## config.mk

```make
export PLATFORM = sky130hd
export DESIGN_NAME = arb_requester
export DESIGN_NICKNAME = d
export VERILOG_FILES = /design/src/rtl/arb_requester_pkg.sv /design/src/rtl/arb_req_fifo.sv /design/src/rtl/arb_requester.sv
export SDC_FILE = /design/constraint.sdc
export NUM_CORES = 1
export LEC_CHECK = 0
export CORE_MARGIN = 1
export CORE_UTILIZATION = 45
export DETAILED_ROUTE_END_ITERATION = 12
export GPL_TIMING_DRIVEN = 0
export MAX_ROUTING_LAYER = met4
export PLACE_DENSITY_LB_ADDON = 0.1
export SYNTH_ARGS = -nofsm -noshare
export SYNTH_HDL_FRONTEND = slang
export SYNTH_SLANG_ARGS = --single-unit
```

## constraint.sdc

```tcl
create_clock -name clk -period 2.02 [get_ports clk]
set_input_delay 0.404 -clock clk [delete_from_list [all_inputs] [get_ports clk]]
set_output_delay 0.404 -clock clk [all_outputs]
set_load 0.1 [all_outputs]
```

## src/rtl/arb_requester_pkg.sv

```systemverilog
// Shared definitions for the arbiter requester block.
//   state_t    : transfer FSM states (IDLE, XFER, ACK)
//   NUM_CH     : number of requesting channels
//   LEN_W_DEF  : default width of a job length field
//   onehot_idx : index of the set bit in a one-hot channel vector
package arb_requester_pkg;

  localparam int NUM_CH    = 4;
  localparam int LEN_W_DEF = 4;

  typedef enum logic [1:0] {
    IDLE = 2'd0,
    XFER = 2'd1,
    ACK  = 2'd2
  } state_t;

  // Only meaningful when v is one-hot; the caller qualifies that separately.
  function automatic logic [1:0] onehot_idx(input logic [NUM_CH-1:0] v);
    logic [1:0] idx;
    idx = '0;
    for (int i = 0; i < NUM_CH; i++) begin
      if (v[i]) idx = 2'(i);
    end
    return idx;
  endfunction

endpackage

```

## src/rtl/arb_req_fifo.sv

```systemverilog
// Per-channel job-length FIFO.
//   clk, rst   : clock, asynchronous active-low reset
//   push       : enqueue strobe, push_len is the job length to store
//   pop        : dequeue strobe (ignored when empty)
//   head       : length at the front of the queue
//   empty      : queue holds no jobs
//   overflow   : sticky, set when a push is dropped because the queue is full
module arb_req_fifo
  import arb_requester_pkg::*;
#(
  parameter int DEPTH = 2,
  parameter int LEN_W = LEN_W_DEF
) (
  input  logic             clk,
  input  logic             rst,
  input  logic             push,
  input  logic [LEN_W-1:0] push_len,
  input  logic             pop,
  output logic [LEN_W-1:0] head,
  output logic             empty,
  output logic             overflow
);

  localparam int PTR_W = $clog2(DEPTH);
  localparam int CNT_W = PTR_W + 1;

  logic [LEN_W-1:0] mem [DEPTH];
  logic [PTR_W-1:0] wr_ptr;
  logic [PTR_W-1:0] rd_ptr;
  logic [CNT_W-1:0] count;
  logic             full;
  logic             do_pop;
  logic             do_push;

  assign empty   = (count == '0);
  assign full    = (count == CNT_W'(DEPTH));
  assign do_pop  = pop && !empty;
  // A simultaneous pop frees the slot, so a push to a full queue still lands.
  assign do_push = push && (!full || do_pop);
  assign head    = mem[rd_ptr];

  always_ff @(posedge clk or negedge rst) begin
    if (!rst) begin
      wr_ptr   <= '0;
      rd_ptr   <= '0;
      count    <= '0;
      overflow <= 1'b0;
    end else begin
      if (do_push) wr_ptr <= wr_ptr + PTR_W'(1);
      if (do_pop)  rd_ptr <= rd_ptr + PTR_W'(1);
      case ({do_push, do_pop})
        2'b10:   count <= count + CNT_W'(1);
        2'b01:   count <= count - CNT_W'(1);
        default: count <= count;
      endcase
      if (push && !do_push) overflow <= 1'b1;
    end
  end

  // Storage needs no reset: entries are only read once the pointers mark them valid.
  always_ff @(posedge clk) begin
    if (do_push) mem[wr_ptr] <= push_len;
  end

endmodule

```

## src/rtl/arb_requester.sv

```systemverilog
// Four-channel job requester sitting in front of a round-robin arbiter.
// Each channel queues job lengths; a non-empty queue raises req. On a legal
// one-hot grant the owner streams `length` data beats, then pulses ack and
// retires the job.
//   clk, rst   : clock, asynchronous active-low reset
//   push       : per-channel enqueue strobe; push_len[i*LEN_W +: LEN_W] is the length
//   req        : per-channel request to the arbiter (queue non-empty)
//   grant      : arbiter grant, combinational from req
//   ack        : one-cycle transfer-complete pulse
//   bus_valid  : data beat active; bus_owner is the beat's channel
//   bus_last   : final beat of the job
//   overflow   : sticky per-channel dropped-push flag
//   grant_err  : sticky flag for a grant that is not one-hot or not requested
module arb_requester
  import arb_requester_pkg::*;
#(
  parameter int DEPTH = 2,
  parameter int LEN_W = LEN_W_DEF
) (
  input  logic                    clk,
  input  logic                    rst,
  input  logic [NUM_CH-1:0]       push,
  input  logic [NUM_CH*LEN_W-1:0] push_len,
  output logic [NUM_CH-1:0]       req,
  input  logic [NUM_CH-1:0]       grant,
  output logic                    ack,
  output logic                    bus_valid,
  output logic [1:0]              bus_owner,
  output logic                    bus_last,
  output logic [NUM_CH-1:0]       overflow,
  output logic                    grant_err
);

  state_t            state, state_n;
  logic [1:0]        owner, owner_n;
  logic [LEN_W-1:0]  cnt, cnt_n;
  logic              err_set;
  logic [NUM_CH-1:0] pop;
  logic [NUM_CH-1:0] empty;
  logic [LEN_W-1:0]  head [NUM_CH];

  logic              grant_onehot;
  logic              grant_legal;
  logic              grant_bad;
  logic [1:0]        sel;
  logic [LEN_W-1:0]  sel_len;

  for (genvar i = 0; i < NUM_CH; i++) begin : g_fifo
    arb_req_fifo #(
      .DEPTH (DEPTH),
      .LEN_W (LEN_W)
    ) u_fifo (
      .clk      (clk),
      .rst      (rst),
      .push     (push[i]),
      .push_len (push_len[i*LEN_W +: LEN_W]),
      .pop      (pop[i]),
      .head     (head[i]),
      .empty    (empty[i]),
      .overflow (overflow[i])
    );
  end

  assign req = ~empty;

  assign grant_onehot = (grant != '0) && ((grant & (grant - NUM_CH'(1))) == '0);
  assign grant_legal  = grant_onehot && ((grant & ~req) == '0);
  assign grant_bad    = (grant != '0) && !grant_legal;
  assign sel          = onehot_idx(grant);
  assign sel_len      = head[sel];

  always_ff @(posedge clk or negedge rst) begin
    if (!rst) begin
      state     <= IDLE;
      owner     <= '0;
      cnt       <= '0;
      grant_err <= 1'b0;
    end else begin
      state <= state_n;
      owner <= owner_n;
      cnt   <= cnt_n;
      if (err_set) grant_err <= 1'b1;
    end
  end

  always_comb begin
    state_n = state;
    owner_n = owner;
    cnt_n   = cnt;
    err_set = 1'b0;
    pop     = '0;
    case (state)
      IDLE: begin
        if (grant_legal) begin
          owner_n = sel;
          // A zero-length job still moves one beat.
          cnt_n   = (sel_len == '0) ? LEN_W'(1) : sel_len;
          state_n = XFER;
        end else if (grant_bad) begin
          err_set = 1'b1;
        end
      end
      XFER: begin
        cnt_n = cnt - LEN_W'(1);
        if (cnt == LEN_W'(1)) state_n = ACK;
      end
      ACK: begin
        pop[owner] = 1'b1;
        state_n    = IDLE;
      end
      default: state_n = IDLE;
    endcase
  end

  // Outputs decode directly from state so reset clears them immediately.
  assign ack       = (state == ACK);
  assign bus_valid = (state == XFER);
  assign bus_last  = (state == XFER) && (cnt == LEN_W'(1));
  assign bus_owner = owner;

endmodule

```

After elaboration in Yosys (flattened, before gate mapping). Memory sizes are Yosys's and may differ from the RTL's. Index checks and enable logic that the tools add are counted.

Flip-flop bits (word level): 29. Bits in writable memories: 32. Bits of input ports: 26. Memories kept: 4.

Memories: g_fifo[0].u_fifo.mem (words 2, width 4, rd ports 1, clocked after memory_dff 0, wr ports 1, line arb_req_fifo.sv:27) `logic [LEN_W-1:0] mem [DEPTH];`; g_fifo[1].u_fifo.mem (words 2, width 4, rd ports 1, clocked after memory_dff 0, wr ports 1, line arb_req_fifo.sv:27); g_fifo[2].u_fifo.mem (words 2, width 4, rd ports 1, clocked after memory_dff 0, wr ports 1, line arb_req_fifo.sv:27); g_fifo[3].u_fifo.mem (words 2, width 4, rd ports 1, clocked after memory_dff 0, wr ports 1, line arb_req_fifo.sv:27).

$add $sub $neg: 18. $lt $le $gt $ge: 3. Equality and inequality tests: 17. Multiplexer cells: 30. Bitwise operators: 5. Reduce and logical (&&, ||, !) cells: 51.

Operators by type and width (number): $mux 4 (5); $pmux 2 s2 (5); $eq 2x2->1 const B (9); $logic_and 1x1->1 (17); $logic_not 1->1 (13); $mux 1 (13); $logic_not 4->1 (3); $eq 2x1->1 const B (5); $logic_not 2->1 (5); $reduce_bool 2->1 (5); $add 1x1->1 const B (8); $add 2x1->2 const B (4); $and 4x4->4 (2); $bmux 4 s2 (1); $mux 2 (4); $not 4->4 (2); $pmux 4 s2 (1); $sub 2x1->2 const B (4); $sub 4x1->4 const B (2); $reduce_and 2->1 (3); $eq 4x1->1 const B (1); $logic_or 1x1->1 (4); $reduce_bool 4->1 (1); $ge 3x3->1 const B (1); 6 further kinds (6).

Depth between registers and ports, before layout.
Word-level depth: 11. Mapped depth: 9.

Modules after synthesis. From an unflattened synthesis, not the netlist that was laid out.

Cells, all modules: 234. Area total of the unflattened synthesis: 2976.6 sq um.

Modules (own cells, without submodules): arb_req_fifo (g_fifo[0].u_fifo ...) (instances 3, cells each 33, area an instance 531.8 sq um, seq. area each 365.4 sq um); arb_requester (instances 1, cells each 97, area an instance 842.1 sq um, seq. area each 225.2 sq um); arb_req_fifo (g_fifo[2].u_fifo) (instances 1, cells each 38, area an instance 539.3 sq um, seq. area each 365.4 sq um).

Worst setup path before layout. Ideal clock, no wire load.

Path type: register to output. Start: register state[1]. End: output port bus_last. Arrival: 2.114 ns. Path slack: -0.498 ns. Stages on the path, launching flop included: 4. Path buffers: 0. Cells stage by stage: dfrtp_1 > nand2b_1 > inv_1 > and2_1.

Word-level cells in the longest chain between the ends: 2.

RTL lines: start, declared (line arb_requester.sv:34) `state_t state, state_n;`; start signal, assigned (line arb_requester.sv:79) `state <= state_n;`; $eq 2x1->1; via bus_valid (line arb_requester.sv:27) `output logic bus_valid,`; $logic_and 1x1->1 (line arb_requester.sv:118) `assign bus_last = (state == XFER) && (cnt == LEN_W'(1));`; end, declared (line arb_requester.sv:29) `output logic bus_last,`.

The timed path passes the listed nets, and every way through them passes these cells.

Worst setup path after layout.
Start: register g_fifo[0].u_fifo.overflow. End: output port overflow[0].

RTL lines: start, declared (line arb_req_fifo.sv:21) `output logic overflow`; start signal, assigned (line arb_req_fifo.sv:47) `overflow <= 1'b0;`; start signal, assigned (line arb_req_fifo.sv:56) `if (push && !do_push) overflow <= 1'b1;`; end, declared (line arb_requester.sv:30) `output logic [NUM_CH-1:0] overflow,`.

No word-level cell between the ends.

==> flow_metrics.env <==
export IMPL_synth_cell_types=43
export IMPL_finalMaxSlewViolations=0
export IMPL_worstPathArrival_ps=1570
export IMPL_gp_congestion=0.7263
export IMPL_num_nets_final=299
export IMPL_status="finished clean"
export IMPL_leakagePower_nw=1.374
export IMPL_drive_above_1_share=0.1985
export IMPL_seq_area_frac_synth=0.6045
export IMPL_num_antenna_cells=0
export IMPL_synth_ff_type="edfxtp_1"
export IMPL_ant_nets=0
export IMPL_grt_remaining_overflow=0
export IMPL_drc=0
export IMPL_cts_buffers=9
export IMPL_worstSetupPathType="flop to primary output"
export IMPL_postPlaceCellArea_sq_um=3288
export IMPL_core_area_sq_um=5956
export IMPL_vias=1768
export IMPL_yosysWarnings=0
export IMPL_grt_pass1_vias=1736
export IMPL_netlist_instances=218
export IMPL_cts_root_buf="clkbuf_8"
export IMPL_worstPathMaxFanout=2
export IMPL_port_buffers=38
export IMPL_clock_sinks=61
export IMPL_dieArea_sq_um=6519
export IMPL_initialDrtViolationCount=85
export IMPL_stdcell_area_sq_um=3491
export IMPL_synth_commonest_cells="edfxtp_1 (32), dfrtp_1 (29), mux2i_1 (19), nor2_1 (16)"
export IMPL_initial_core_util=0.4685
export IMPL_rsz0062_at_grt="true"
export IMPL_cts_tree="built"
export IMPL_dieHeight_microns=80.74
export IMPL_max_cap_violations=0
export IMPL_grt_usage=0.1819
export IMPL_grt_antenna_before_repair=0
export IMPL_avgViaCountPerCell=5.095
export IMPL_area_delta_synth_final_pct=25.11
export IMPL_r2r_slack_ps=190
export IMPL_wl_mm=4.967
export IMPL_routedWlPerCell_microns=14.31
export IMPL_synthDominantCellAreaShare=0.3444
export IMPL_die_x_microns=80.74
export IMPL_power_mw=5.061
export IMPL_postCtsHoldBufs=0
export IMPL_synth_area_per_cell_sq_um=12.80
export IMPL_layout_min_cycle_time_ps=1972
export IMPL_yosys_register_bits=61
export IMPL_yosysMostFrequentCell="edfxtp_1"
export IMPL_clockBufferDepth=2
export IMPL_start_kind="flop"
export IMPL_fillCellCount=523
export IMPL_grt_pass1_wl_mm=8.086
export IMPL_slew_headroom=0.3701
export IMPL_ir_drop_mv=1.077
export IMPL_worstPathRequired_ps=1620
export IMPL_path_clk_slew_ps=70
export IMPL_hp_class="primary input to async pin"
export IMPL_powerDensity_nw_per_um2=1450
export IMPL_syn_nets=250
export IMPL_fin_skew_ps=7.558
export IMPL_yosysTopAreaCell="edfxtp_1"
export IMPL_synth_edf_count=32
export IMPL_cts_htree_levels=3
export IMPL_hpwl_mm=3.649
export IMPL_io_pins=40
export IMPL_final_setup_viol_count=0
export IMPL_synth_area_leaders="edfxtp_1 (34%), dfrtp_1 (26%), mux2i_1 (6.8%), xnor2_1 (3.8%), ha_1 (2.7%)"
export IMPL_grt_max_degree=30
export IMPL_fin_crit_sh=0.9762
export IMPL_placementRows=28
export IMPL_async_flop_share=0.4754
export IMPL_cp_end_kind="primary output"
export IMPL_max_freq_ghz=0.5071
export IMPL_dr_pass1_iters=4
export IMPL_worstMarginPinSlew_ps=948.6
export IMPL_timing_hold_violations_final=0
export IMPL_worstSkewPairLatency_ps=330
export IMPL_netlist_area_sq_um=2790
## final timing paths
kind                                                        from                               endpoint  cells after the start
max in group asynchronous                                    rst               bus_owner[1]$_DFFE_PN0P_                      1
setup / recovery           g_fifo[0].u_fifo.overflow$_DFFE_PN0P_                            overflow[0]                      2
hold reg to reg            g_fifo[1].u_fifo.overflow$_DFFE_PN0P_  g_fifo[1].u_fifo.overflow$_DFFE_PN0P_                      1
hold / removal                                               rst    g_fifo[0].u_fifo.rd_ptr$_DFFE_PN0P_                      1
min in group clk                                        grant[1]                  grant_err$_DFFE_PN0P_                      4
setup reg to reg           g_fifo[3].u_fifo.count[0]$_DFFE_PN0P_                     cnt[3]$_DFFE_PN0P_                      6
## cell families after synthesis
logic type / Yosys count / synth area share
flops: 61 / 0.6045
mux: 21 / 0.07623
xor+xnor: 20 / 0.06278
fa+ha+maj: 6 / 0.02691
compound gates: 29 / 0.08297
simple gates: 58 / 0.1067
buf+inv: 23 / 0.03991
## state kept, by name, summed over array words and instances (netlist names)
| name | flops |
|---|---|
| g_fifo.u_fifo.wr_ptr | 4 |
| state | 2 |
| g_fifo.u_fifo.mem | 32 |
| cnt | 4 |
| bus_owner | 2 |
| grant_err | 1 |
| g_fifo.u_fifo.overflow | 4 |
| g_fifo.u_fifo.rd_ptr | 4 |
| g_fifo.u_fifo.count | 8 |
## per-stage QoR
step / hold slack, ps / setup slack (ps) / utilization / std cells / TNS [ps]
2_1_floorplan: 108.4 / -66.05 / - / 218 / -66.05
3_3_place_gp: 464.0 / -554.5 / 0.5529 / 331 / -4715
3_5_place_dp: 464.4 / -543.7 / 0.5521 / 331 / -2612
4_1_cts: 126.3 / 6.762 / 0.5872 / 347 / 0
5_1_grt: 164.1 / -40.68 / 0.5861 / 347 / -40.68
6_report: 109.7 / 48.10 / 0.5861 / 347 / 0
## cells in the final DEF, fill, tap and decap left out, types with 4 or more instances in the layout
cell type and instances:
nand3b_1 5, edfxtp_1 32, xnor2_1 12, buf_4 5, nor2_1 15, clkdlybuf4s50_1 22, clkdlybuf4s15_2 5, and3_1 4
ha_1 6, inv_1 10, nand2_1 9, clkbuf_8 10, o21bai_1 5, clkbuf_1 5, dfrtp_1 27, buf_2 5
xor2_1 8, mux2i_1 19
## per-layer routing
layer  part of all wire  track usage  routed length, microns  vias up
li1                   -            -                       -      876
met3              0.033      0.03483                     164        8
met4              0.017       0.1161                      86        0
met2               0.48       0.2686                    2389       32
met5                  0            -                       0        -
met1               0.47       0.2301                    2326      852
## timing repair
item	in CTS	in global routing
endpoints found under the setup margin	15	14
gates cloned	0	0
buffers inserted	0	0
pin swaps	0	0
resized for setup	46	13
## where the power goes
part / switching, mW / internal [mW] / leakage (nW)
clock network: 0.444 / 0.595 / 0.0967
logic: 1.31 / 0.709 / 0.652
registers: 0.274 / 1.73 / 0.626
total: 2.02 / 3.04 / 1.37
## final cells by class
class                           count  area [sq um]  area share
Inverter                           12         52.55     0.01505
Clock inverter                      5         51.30     0.01470
Buffer                             11         66.31     0.01900
Clock buffer                       11         141.4     0.04050
Multi-Input combinational cell    134          1031      0.2953
Sequential cell                    61          1689      0.4839
Timing Repair Buffer               38         365.4      0.1047
Tap cell                           75         93.84     0.02688
## worst max-delay path, stage by stage (launching register included)
cell	delay (ps)
dfrtp_1	340
buf_4	100
clkdlybuf4s15_1	800
Power figures use the tool's default switching activity.
==> edit (same settings) <==
Make the reset (`rst`) synchronous in 2 clocked blocks. Comments in the files are not updated.
--- a/src/rtl/arb_req_fifo.sv
+++ b/src/rtl/arb_req_fifo.sv
@@ -41,3 +41,3 @@
 
-  always_ff @(posedge clk or negedge rst) begin
+  always_ff @(posedge clk) begin
     if (!rst) begin
--- a/src/rtl/arb_requester.sv
+++ b/src/rtl/arb_requester.sv
@@ -71,3 +71,3 @@
 
-  always_ff @(posedge clk or negedge rst) begin
+  always_ff @(posedge clk) begin
     if (!rst) begin
Check against the original RTL: differs if rst is asserted again (counterexample within 4 cycles, from zero or initial values and one cycle with rst low); with rst held inactive, the same outputs for 10 cycles.
==> edit against the unedited design <==
Sequential cell count grew 4; synthesized area grew 4.6%; via count increased by 11%; cell count grew 9.5%; cell area grew 3.9%; setup slack improved by 0.0092 ns; count of clock-buffer cells in the layout is 2 lower; wire length increased by 18%; critical path type is now in2reg.
Power is not compared: it rests on default switching activity, and its combinational part moved more than twofold at a synthesized area within 25%.
==> edit: results (changes against the unedited design) <==
[power_and_ir_drop]
seq_power_share_pct = 48.1
ir_drop_uv = 515
netSwitchingFraction_pct = 29.2
powerDensity_mw_per_mm2 = 877
p_leak_nw = 1.40
p_comb_uw = 576

[clock_network]
cts_made_buffers = 9  ; unchanged
cts_setup_buffers = 0  ; unchanged
cts_resized = 43  ; -6.5%
clk_latency_ns = 0.34
root_buffer = clkbuf_8
clk_pin_slew_ns = 0.07  ; about the same
h-tree-depth = 3  ; unchanged
clock_path_buffers = 2  ; unchanged

[logic_synthesis]
synthTopCellsByCount = dfxtp_1, edfxtp_1, and2_1, nor2_1, mux2i_1
synthDistinctLibCells = 49  ; +14%
async_flop_share_pct = 0  ; -48 points
synth-edff-count = 32  ; unchanged
yosys_warnings = 0  ; unchanged
synth_fp_nets = 281  ; +12%
ys_seq_area_share_pct = 55.6  ; -4.9 points
yosys-top-cells-area = edfxtp_1, dfxtp_1, mux2i_1, and2_1, o21a_1

[global_route]
grt_max_degree = 13  ; -57%
antenna_found_initial = 0  ; unchanged
grt_pass1_vias = 1888  ; +8.8%
grt_pass1_wl_um = 9230  ; +14%
grt.total_usage_pct = 19.6  ; +1.5 points

[detailed_routing]
detail_route.wl_per_cell_um = 15.5  ; +8.0%
drt_iter0_markers = 93  ; +9.4%
dr.pass1.iters = 4  ; unchanged
viasPerCell = 5.16  ; +1.2%

[flow_run]
max-cap-violations = 0  ; unchanged

[layout]
drive_above_1_share_pct = 20.0  ; +0.15 points
fin_nets = 332  ; +11%
nFillCells = 534  ; +2.1%
antenna_cells = 0  ; unchanged
largestRegisters = g_fifo.u_fifo.mem x32, g_fifo.u_fifo.count x8

[setup_path]
r2r-end = g_fifo[0].u_fifo.count[1]
ff2ff_path_depth = 6  ; unchanged
r2r_setup_slack_ns = 0.11  ; -0.08 ns
crit_path_start = grant[0]
critPathTopFamily = compound AO/OA/AOI/OAI gates
cpMaxStageDelayCell = clkdlybuf4s50_1
timing.rr.start = state[0]
path_max_fanout = 10  ; +8
critical_path.max_stage_delay_ns = 0.46  ; -0.34 ns

[sta]
final_hold_viol_count = 0  ; unchanged
fin_skew_ns = 0.00907  ; +0.00151 ns
worst_pin_slew_ns = 0.951  ; +0.00197 ns

[worst_hold_path]
whs_path_depth = 2
min_from = grant[2]
holdPathEnd = bus_owner[1]
hp-class = in2reg

[run_status]
status = finished clean

[placement]
place_congestion = 0.746  ; +2.8%
numPortBuffers = 38  ; unchanged
dp_hpwl_um = 4210  ; +15%

-- edit: cell types whose count changed after synthesis, sizes merged, moves of 5 or more --
cell,change
a21boi,+5
and2,+15
dfrtp,-29
dfxtp,+33
o21a,+13
o21ai,+7
-- edit: area by class of cell --
class	instances	area, µm²	share of cell area, %
sequential	65	1630	44.8
buffer	14	88.8	2.45
timing repair buffer	40	373	10.3
multi-input combinational	158	1210	33.3
inverter	12	45.0	1.24
clock inverter	7	70.1	1.93
tap	75	93.8	2.59
clock buffer	9	124	3.41
-- edit: per-stage QoR --
stage               instances  area [µm²]  hold WS, ns  setup slack (ns)
floorplan                 249        2920        0.442           -0.0618
global placement          362        3400        0.447            -0.396
detailed placement        362        3400        0.456            -0.410
CTS                       378        3600        0.375           0.00553
global route              380        3630        0.386          -0.00177
finish                    380        3630        0.395            0.0573
-- edit: per-layer routing --
layer	vias to the layer above	track usage, %	share of wire, %
li1	997	-	-
met1	916	26.4	48
met2	41	28.2	46
met3	6	5.49	4.8
met4	0	7.24	0.95
met5	-	-	0
-- edit: worst max path at each step --
stage	slack [ns]	to	cells past startpoint
floorplan	-0.06	g_fifo[1].u_fifo.count[1]	6
global placement	-0.40	cnt[1]	7
detailed placement	-0.41	cnt[0]	6
CTS	0.006	bus_owner[0]	1
global route	-0.002	cnt[1]	7
finish	0.06	cnt[1]	7
-- edit: kinds of logic (layout without fill, tap and decap cells) --
family | count (synthesis) | in the layout | share of synthesized area, %
AND/OR/NAND/NOR | 77 | 77 | 15.4
flip-flops | 65 | 65 | 55.6
AO/OA/AOI/OAI | 44 | 44 | 10.9
buffers and inverters | 26 | 82 | 4.50
multiplexers | 19 | 19 | 7.46
XOR/XNOR | 12 | 12 | 3.60
adder cells (fa/ha/maj) | 6 | 6 | 2.57
